$ cat config.mk
export PLATFORM = sky130hd
export DESIGN_NAME = sha3_squeeze_streamer_flat
export DESIGN_NICKNAME = d
export VERILOG_FILES = /design/src/rtl/sha3_squeeze_streamer_if.sv /design/src/rtl/sha3_squeeze_streamer.sv /design/src/flat_wrapper.sv
export SDC_FILE = /design/constraint.sdc
export NUM_CORES = 2
export LEC_CHECK = 0
export ABC_AREA = 0
export BUFFER_PORTS_ARGS = -buffer_cell sky130_fd_sc_hd__buf_2
export CORE_AREA = 2 2 634 636
export DETAILED_ROUTE_END_ITERATION = 16
export DIE_AREA = 0 0 636 638
export MAX_ROUTING_LAYER = met4
export PLACE_DENSITY = 0.34
export SLEW_MARGIN = 20
export SYNTH_ARGS = -nofsm -noshare
export SYNTH_HDL_FRONTEND = slang
export SYNTH_SLANG_ARGS = --single-unit
$ cat constraint.sdc
create_clock -name ACLK -period 51.6 [get_ports ACLK]
set_input_delay 10.32 -clock ACLK [delete_from_list [all_inputs] [get_ports ACLK]]
set_output_delay 10.32 -clock ACLK [all_outputs]
set_load 0.05 [all_outputs]
$ cat src/rtl/sha3_squeeze_streamer_if.sv
// Bus bundle for the SHA3 squeeze streamer: Keccak state capture side plus the
// AXI-Stream digest output. The streamer uses the master modport.
interface sha3_squeeze_streamer_if #(
   parameter int DATA_WIDTH = 16
);
   logic [1599:0]           Din;
   logic                    Din_valid;
   logic                    Din_ready;
   logic [2:0]              TUSER_in;
   logic [15:0]             out_len;
   logic                    squeeze_req;
   logic [DATA_WIDTH-1:0]   TDATA;
   logic [DATA_WIDTH/8-1:0] TKEEP;
   logic                    TVALID;
   logic                    TREADY;
   logic                    TLAST;

   modport master (
      input  Din, Din_valid, TUSER_in, out_len, TREADY,
      output Din_ready, squeeze_req, TDATA, TKEEP, TVALID, TLAST
   );

   modport slave (
      output Din, Din_valid, TUSER_in, out_len, TREADY,
      input  Din_ready, squeeze_req, TDATA, TKEEP, TVALID, TLAST
   );
endinterface

$ cat src/rtl/sha3_squeeze_streamer.sv
// Streams a captured Keccak state as SHA3/SHAKE digest beats over AXI-Stream,
// requesting further permutations when a SHAKE block has been fully squeezed.
module sha3_squeeze_streamer #(
   parameter int DATA_WIDTH = 16,
   parameter bit BSWAP      = 1'b0
) (
   input logic                   ACLK,
   input logic                   ARESET,
   sha3_squeeze_streamer_if.master s
);
   localparam int         B   = DATA_WIDTH / 8;
   localparam logic [15:0] B16 = 16'(B);
   localparam logic [7:0]  B8  = 8'(B);

   localparam logic [1:0] IDLE     = 2'd0;
   localparam logic [1:0] SEND     = 2'd1;
   localparam logic [1:0] SQZ_WAIT = 2'd2;

   logic [1:0]     state;
   logic [2:0]     mode;
   logic [15:0]    rem;
   logic [7:0]     blk;
   logic           sqz;
   logic [1599:0]  lanes;
   logic [B-1:0]   keep_raw;
   logic           last_beat;
   logic           beat_ok;
   logic           block_end;

   function automatic logic [15:0] digest_len(input logic [2:0] sel, input logic [15:0] len);
      case (sel)
         3'd0:       return 16'd28;
         3'd2:       return 16'd48;
         3'd3:       return 16'd64;
         3'd4, 3'd5: return len;
         3'd7:       return 16'd200;
         default:    return 16'd32;
      endcase
   endfunction

   function automatic logic [7:0] rate(input logic [2:0] sel);
      case (sel)
         3'd4:    return 8'd168;
         3'd5:    return 8'd136;
         default: return 8'd200;
      endcase
   endfunction

   function automatic logic [15:0] sat_sub(input logic [15:0] a, input logic [15:0] b);
      return (a > b) ? (a - b) : 16'd0;
   endfunction

   function automatic logic [DATA_WIDTH-1:0] swap_bytes(input logic [DATA_WIDTH-1:0] d);
      logic [DATA_WIDTH-1:0] r;
      r = d;
      if (BSWAP)
         for (int j = 0; j < B; j++) r[8*(B-1-j) +: 8] = d[8*j +: 8];
      return r;
   endfunction

   function automatic logic [B-1:0] swap_keep(input logic [B-1:0] k);
      logic [B-1:0] r;
      r = k;
      if (BSWAP)
         for (int j = 0; j < B; j++) r[B-1-j] = k[j];
      return r;
   endfunction

   // Partial keep only when fewer than B digest bytes remain.
   always_comb begin
      keep_raw = '1;
      if (rem < B16)
         for (int j = 0; j < B; j++) keep_raw[j] = (16'(j) < rem);
   end

   assign last_beat     = (rem <= B16);
   assign block_end     = ({1'b0, blk} + 9'(B)) == {1'b0, rate(mode)};
   assign s.TVALID      = (state == SEND);
   assign s.TLAST       = s.TVALID && last_beat;
   assign s.TKEEP       = s.TVALID ? swap_keep(keep_raw) : '0;
   assign s.TDATA       = s.TVALID ? swap_bytes(lanes[DATA_WIDTH-1:0]) : '0;
   assign s.Din_ready   = (state != SEND);
   assign s.squeeze_req = sqz;
   assign beat_ok       = s.TVALID && s.TREADY;

   always_ff @(posedge ACLK or posedge ARESET) begin
      if (ARESET) begin
         state <= IDLE;
         mode  <= 3'd0;
         rem   <= 16'd0;
         blk   <= 8'd0;
         sqz   <= 1'b0;
      end else begin
         sqz <= 1'b0;
         case (state)
            IDLE: begin
               if (s.Din_valid) begin
                  mode <= s.TUSER_in;
                  rem  <= digest_len(s.TUSER_in, s.out_len);
                  blk  <= 8'd0;
                  // A zero-length SHAKE request is consumed without leaving IDLE.
                  if (digest_len(s.TUSER_in, s.out_len) != 16'd0) state <= SEND;
               end
            end
            SEND: begin
               if (beat_ok) begin
                  rem <= sat_sub(rem, B16);
                  blk <= blk + B8;
                  if (last_beat) begin
                     state <= IDLE;
                  end else if (block_end) begin
                     state <= SQZ_WAIT;
                     sqz   <= 1'b1;
                  end
               end
            end
            SQZ_WAIT: begin
               if (s.Din_valid) begin
                  blk   <= 8'd0;
                  state <= SEND;
               end
            end
            default: state <= IDLE;
         endcase
      end
   end

   // The state is shifted down one beat per handshake so the output is always the low bytes.
   always_ff @(posedge ACLK) begin
      if (s.Din_valid && s.Din_ready) lanes <= s.Din;
      else if (beat_ok)               lanes <= lanes >> DATA_WIDTH;
   end
endmodule
$ cat src/flat_wrapper.sv
// flat-port wrapper written by rule: the top's interface ports become plain ports
module sha3_squeeze_streamer_flat 
#(
   parameter int DATA_WIDTH = 16,
   parameter bit BSWAP      = 1'b0
)
  (ACLK, ARESET, s_Din, s_Din_valid, s_TUSER_in, s_out_len, s_TREADY, s_Din_ready, s_squeeze_req, s_TDATA, s_TKEEP, s_TVALID, s_TLAST);
  sha3_squeeze_streamer_if #(.DATA_WIDTH(DATA_WIDTH)) s_i ();
  input logic ACLK;
  input logic ARESET;
  input wire logic [$bits(s_i.Din)-1:0] s_Din;
  input wire logic [$bits(s_i.Din_valid)-1:0] s_Din_valid;
  input wire logic [$bits(s_i.TUSER_in)-1:0] s_TUSER_in;
  input wire logic [$bits(s_i.out_len)-1:0] s_out_len;
  input wire logic [$bits(s_i.TREADY)-1:0] s_TREADY;
  output wire logic [$bits(s_i.Din_ready)-1:0] s_Din_ready;
  output wire logic [$bits(s_i.squeeze_req)-1:0] s_squeeze_req;
  output wire logic [$bits(s_i.TDATA)-1:0] s_TDATA;
  output wire logic [$bits(s_i.TKEEP)-1:0] s_TKEEP;
  output wire logic [$bits(s_i.TVALID)-1:0] s_TVALID;
  output wire logic [$bits(s_i.TLAST)-1:0] s_TLAST;
  assign s_i.Din = s_Din;
  assign s_i.Din_valid = s_Din_valid;
  assign s_i.TUSER_in = s_TUSER_in;
  assign s_i.out_len = s_out_len;
  assign s_i.TREADY = s_TREADY;
  assign s_Din_ready = s_i.Din_ready;
  assign s_squeeze_req = s_i.squeeze_req;
  assign s_TDATA = s_i.TDATA;
  assign s_TKEEP = s_i.TKEEP;
  assign s_TVALID = s_i.TVALID;
  assign s_TLAST = s_i.TLAST;
  sha3_squeeze_streamer #(.DATA_WIDTH(DATA_WIDTH), .BSWAP(BSWAP)) u_core (.ACLK(ACLK), .ARESET(ARESET), .s(s_i));
endmodule
* Word level (Yosys, flattened, before mapping)
Index checks and enable logic that the tools add are counted.
** Storage, ports and cells
- Input port bits :: 1623
- Word-level logic and storage cells :: 72
- Register bits after elaboration :: 1630
- Output and inout bits :: 22
** Cells by class
- Reduce and logical (&&, ||, !) cells :: 15
- Muxes and demuxes :: 26
- $lt $le $gt $ge :: 5
- $add $sub $neg :: 3
- Eq/ne operators :: 17
** Operators by type and width (count)
- $mux W1600 :: 2
- $mux W16 :: 5
- $pmux W16 S5 :: 1
- $lt A1 B16 Y1 const A :: 2
- $pmux W16 S2 :: 1
- $gt A16 B2 Y1 const B :: 1
- $le A16 B2 Y1 const B :: 1
- $lt A16 B2 Y1 const B :: 1
- $mux W2 :: 8
- $mux W8 :: 2
- $pmux W8 S2 :: 1
- $reduce_bool A16 Y1 :: 1
- $sub A16 B2 Y16 const B :: 1
- $eq A3 B3 Y1 const B :: 5
- $pmux W7 S2 :: 1
- $add A8 B2 Y9 const B :: 1
- $eq A9 B8 Y1 :: 1
- $add A8 B2 Y8 const B :: 1
- $eq A3 B2 Y1 const B :: 2
- $ne A2 B1 Y1 const B :: 3
- $ne A2 B2 Y1 const B :: 3
- $pmux W2 S3 :: 1
- $reduce_and A3 Y1 :: 2
- $reduce_bool A2 Y1 :: 3
- other kinds (10) :: 16

* Depth between registers and ports, before layout
- Word-level depth :: 9
- Gate-level depth with buffers :: 10
- Gate-level depth less buffers :: 7

* Worst setup path before layout
Ideal clock, no wire load.
- Path type :: input -> register
- Start point :: in s_Din_valid
- End point :: reg u_core.lanes[0], enable pin
- Data required time :: 40.783 ns
- Setup time :: 10.817 ns
- Slack :: 3.764 ns
- Stages on the path :: 5
- Arrival :: 37.019 ns
- Path buffers :: 3
- Path through :: clkbuf_1 > nand2_1 > clkbuf_1 > clkbuf_1 > nand2_1
** On the way
- Word-level cells in the longest chain between the ends :: 2
** Ends and longest elaborated chain
- start: declaration :: RTL line flat_wrapper.sv:12 : input wire logic [$bits(s_i.Din_valid)-1:0] s_Din_valid;
- $logic_and A1 B1 Y1 :: RTL line sha3_squeeze_streamer.sv:130 : if (s.Din_valid && s.Din_ready) lanes <= s.Din;
- $reduce_bool A2 Y1 (no line)
- end signal: assignment :: RTL line sha3_squeeze_streamer.sv:130
- end signal: assignment :: RTL line sha3_squeeze_streamer.sv:131 : else if (beat_ok) lanes <= lanes >> DATA_WIDTH;
- end: declaration :: RTL line sha3_squeeze_streamer.sv:24 : logic [1599:0] lanes;
No other way between the ends.
A chain may end at the register's enable or synchronous reset.

* Final worst setup path
- Start point :: in s_Din_valid
- End point :: reg u_core.lanes[872], data pin
** On the way
- Word-level cells in the longest chain between the ends :: 2
** Ends and longest elaborated chain (RTL line)
- $logic_and A1 B1 Y1 :: sha3_squeeze_streamer.sv:130
- $mux W1600 :: sha3_squeeze_streamer.sv:130
No other way between the ends.

==> summary.md <==
| Metric | Value |
|---|---|
| Status | complete, no violations |
| Clk pwr share | 44.9% |
| FFs w/ async S/R, synth | 1.78% |
| Most frequent cells in the layout | nand2_1 (4779), buf_2 (1644), edfxtp_1 (1600) |
| Final setup fails | 0 |
| Top cell type's share of synthesized area | ~69% |
| Hold Path Class | flop to flop |
| Post-Syn Nets | 8586 |
| Die W | 636 um |
| Initial Util | between 10% and 20% |
| CP Cell Sequence | buf_2, buf_4, nor2b_4, buf_12, buf_4, buf_4, buf_4, buf_4, buf_4, buf_4, nand2_1, nand2_1 |
| RD Place Congestion | about 0.86 |
| Routed WL | 320 mm |
| Setup bufs post-CTS | 0 |
| Startpoint type of the worst setup path | primary input |
| Clock Latency Late Sink | 0.88 ns |
| Maxcap violations | 0 |
| DRT Pass-1 Iters | 5 |
| Post-DP Area | 83400 um^2 |
| Critical Path End Type | flop |
| Setup_tns | 0 ns |
| Core area | about 400000 um^2 |
| Post-Synthesis Cells | ~7000 |
| CP Max Fanout | 147 |
| CP arrival | 16.86 ns |
| Synth area leader | edfxtp_1 |
| Layout cell share with drive strength beyond 1 | 23.1% |
| Global-route wire length before repair | 436 mm |
| Leakage | roughly 0.040 uW |
| Worst Slack Setup Final | 35.46 ns |
| Synthesized area per cell | between 9 and 10 um^2 |
| EDFF count, synth | 1600 |
| Slowest-stage cell, CP | buf_4 |
| Bufs on Longest Clock Path | 4 |
| Fin util | between 20 and 25% |
| Pins Over Slew Limit | 0 |
| Tmin final | 16.14 ns |
| DR WL/cell | 22.5 um |
| P&R area growth vs syn | 30.2% |
| Clock Root Buffer | clkbuf_16 |
| DR DRC count | 0 |
| Final Skew | 0.0664 ns |
| Slew @ Worst Pin | 1.26 ns |
| Crit Path Class | primary input to flop |
| Primary FF master, synth | edfxtp_1 |
| Commonest non-fill, non-tap cell in the layout | nand2_1 |
| Hold Buf Count CTS | 0 |
| Final instance area | 90500 um^2 |
| Net Switching | 777 uW |
| Via count | roughly 55000 |
| Pre-CTS setup slack | 34.56 ns |
| Seq cells post-synth | 1629 |
| Port Buffers | 1644 |
| Worst Path Required | 52.32 ns |
| Pint | 2430 uW |
| RSZ-0062 raised after global routing | false |
| Slew HR | around 16% |
| Antenna Nets Post-Route | 0 |
| Top delay family on crit path | buffers and inverters |
| Synthesized area | 69500 um^2 |
| Yosys warns | 0 |
| Buf/Inv on CP | 9 |
| Die ar. | 406000 um^2 |
| VDD IR max | 0.0273 mV |
| DP HPWL | 243 mm |
| DR vias/cell | around 3.9 |
| Post-CTS sizing | 0 |
| Clk pin slew, worst setup/hold paths | 0.06 ns |
| Fmax | 0.0619 GHz |
| Power per standard cell area | 35.5 nW/um^2 |
| Final hold vios | 0 |
| CTS tree | built |
| Die Y | 638 um |
| Number of CTS-inserted buffers | 209 |
| Sequential-to-total area share from yosys stat | 70.2% |
| Period utilisation layout | between 30% and 40% |
| Vias in the first global route | around 56000 |
| Io pins | about 1600 |
| Max incr delay on CP | just over 0.9 ns |
| Final net count | 10140 |
| Sequential share of power | about half |
| Total gr overflow | 0 |
| Logic pwr share | 5.9% |
| Num rows | between 200 and 250 |
| Switch share | between 20% and 30% |
| H-tree Lvls | 4 |
| CTS Sinks | 1629 |
| 1st-iter DRT viols | 4188 |
| Post-synth cell types | roughly 50 |
| Global Route Usage Sum | roughly 16% |
| Number of fill cells | 44146 |
| Largest net degree at the start of global routing | approximately 170 |
| Initial antenna violation count | approximately 430 |
| Critical Path Most Common Cell | buf_4 |
| WHS | 0.466 ns |
| Main area contributors after synthesis | edfxtp_1 (69%), nand2_1 (26%), buf_2 (1.2%), clkbuf_1 (1.1%), dfrtp_1 (1.0%) |
==> logic make-up (layout without fill, tap and decap cells) <==
logic type / count (synthesis) / count (layout) / share of synthesized area (%)
compound gates: 62 / 62 / 0.625
xor+xnor: 7 / 7 / 0.0882
fa+ha+maj: 3 / 3 / 0.0540
buf+inv: 376 / 2101 / 2.33
flops: 1629 / 1629 / 70.2
mux: 6 / 6 / 0.0936
other cells: 0 / 235 / 0
simple gates: 4877 / 4877 / 26.6
==> tightest hold or removal path, stage by stage (launching register included) <==
cell,delay (ns)
edfxtp_1,0.32
nand2_1,0.04
nand2_1,0.05
==> power by group through the flow <==
| stage | clock network (uW) | logic, uW | registers, uW |
|---|---|---|---|
| floorplan | 0 | 79.4 | 1690 |
| global placement | 0 | 196 | 1600 |
| detailed placement | 0 | 196 | 1600 |
| CTS | 1500 | 197 | 1580 |
| global route | 1540 | 215 | 1580 |
| finish | 1440 | 191 | 1580 |
==> layout make-up <==
class                   count  area (um^2)  share of cell area [%]
repair buffers           1708         8860                    9.79
multi-input cells        4955        19100                    21.2
clock inverters           122         1030                    1.14
clock buffers             260         5480                    6.06
diodes                    235          588                   0.650
inverters                  11         41.3                  0.0456
flip-flops and latches   1629        48800                    53.9
well taps                5265         6590                    7.28
==> registers in the layout (all words and copies together), names as in the netlist <==
register,cells
u_core.mode,3
u_core.s.squeeze_req,1
u_core.rem,16
u_core.blk,7
u_core.lanes,1600
u_core.state,2
==> Yosys cell counts, drive strengths merged, types with 3 or more instances <==
| cell type | number |
|---|---|
| dfrtp | 29 |
| nor2 | 12 |
| xnor2 | 4 |
| and3 | 18 |
| nand2b | 3 |
| nand4 | 5 |
| o21ai | 14 |
| xor2 | 3 |
| a22oi | 5 |
| mux2 | 4 |
| o311ai | 4 |
| nor2b | 5 |
| or3 | 3 |
| edfxtp | 1600 |
| nand2 | 4782 |
| clkbuf | 198 |
| o211ai | 6 |
| nand3 | 10 |
| inv | 10 |
| ha | 3 |
| a21oi | 13 |
| buf | 167 |
| or4 | 4 |
| nor3 | 7 |
| and2 | 17 |
| nor4 | 5 |
| o22ai | 3 |
==> metrics by stage <==
step	std cells	power, uW
floorplan	6960	1770
detailed placement	13567	1800
global route	14161	3340
finish	14185	3210
global placement	13567	1800
CTS	13949	3270
==> metal layers <==
metal | vias to the layer above | GRT usage, % | wire, um
li1 | 26008 | - | -
met1 | 26552 | 18.0 | 130000
met2 | 1915 | 26.5 | 157000
met3 | 811 | 4.18 | 21600
met4 | 0 | 4.04 | 10700
met5 | - | - | 0
==> path summary, 6_finish.rpt <==
check / cells past startpoint / startpoint / end / slack (ns)
max in group asynchronous: 2 / ARESET / u_core.rem[4] / 41.61
min in group asynchronous: 2 / ARESET / u_core.rem[0] / 9.53
max: 12 / s_Din_valid / u_core.lanes[872] / 35.46
max reg2reg: 13 / u_core.state[1] / u_core.lanes[872] / 44.02
min: 2 / u_core.lanes[938] / u_core.lanes[922] / 0.47
min reg2reg: 2 / u_core.lanes[938] / u_core.lanes[922] / 0.47
(Power assumes the default switching activity.)
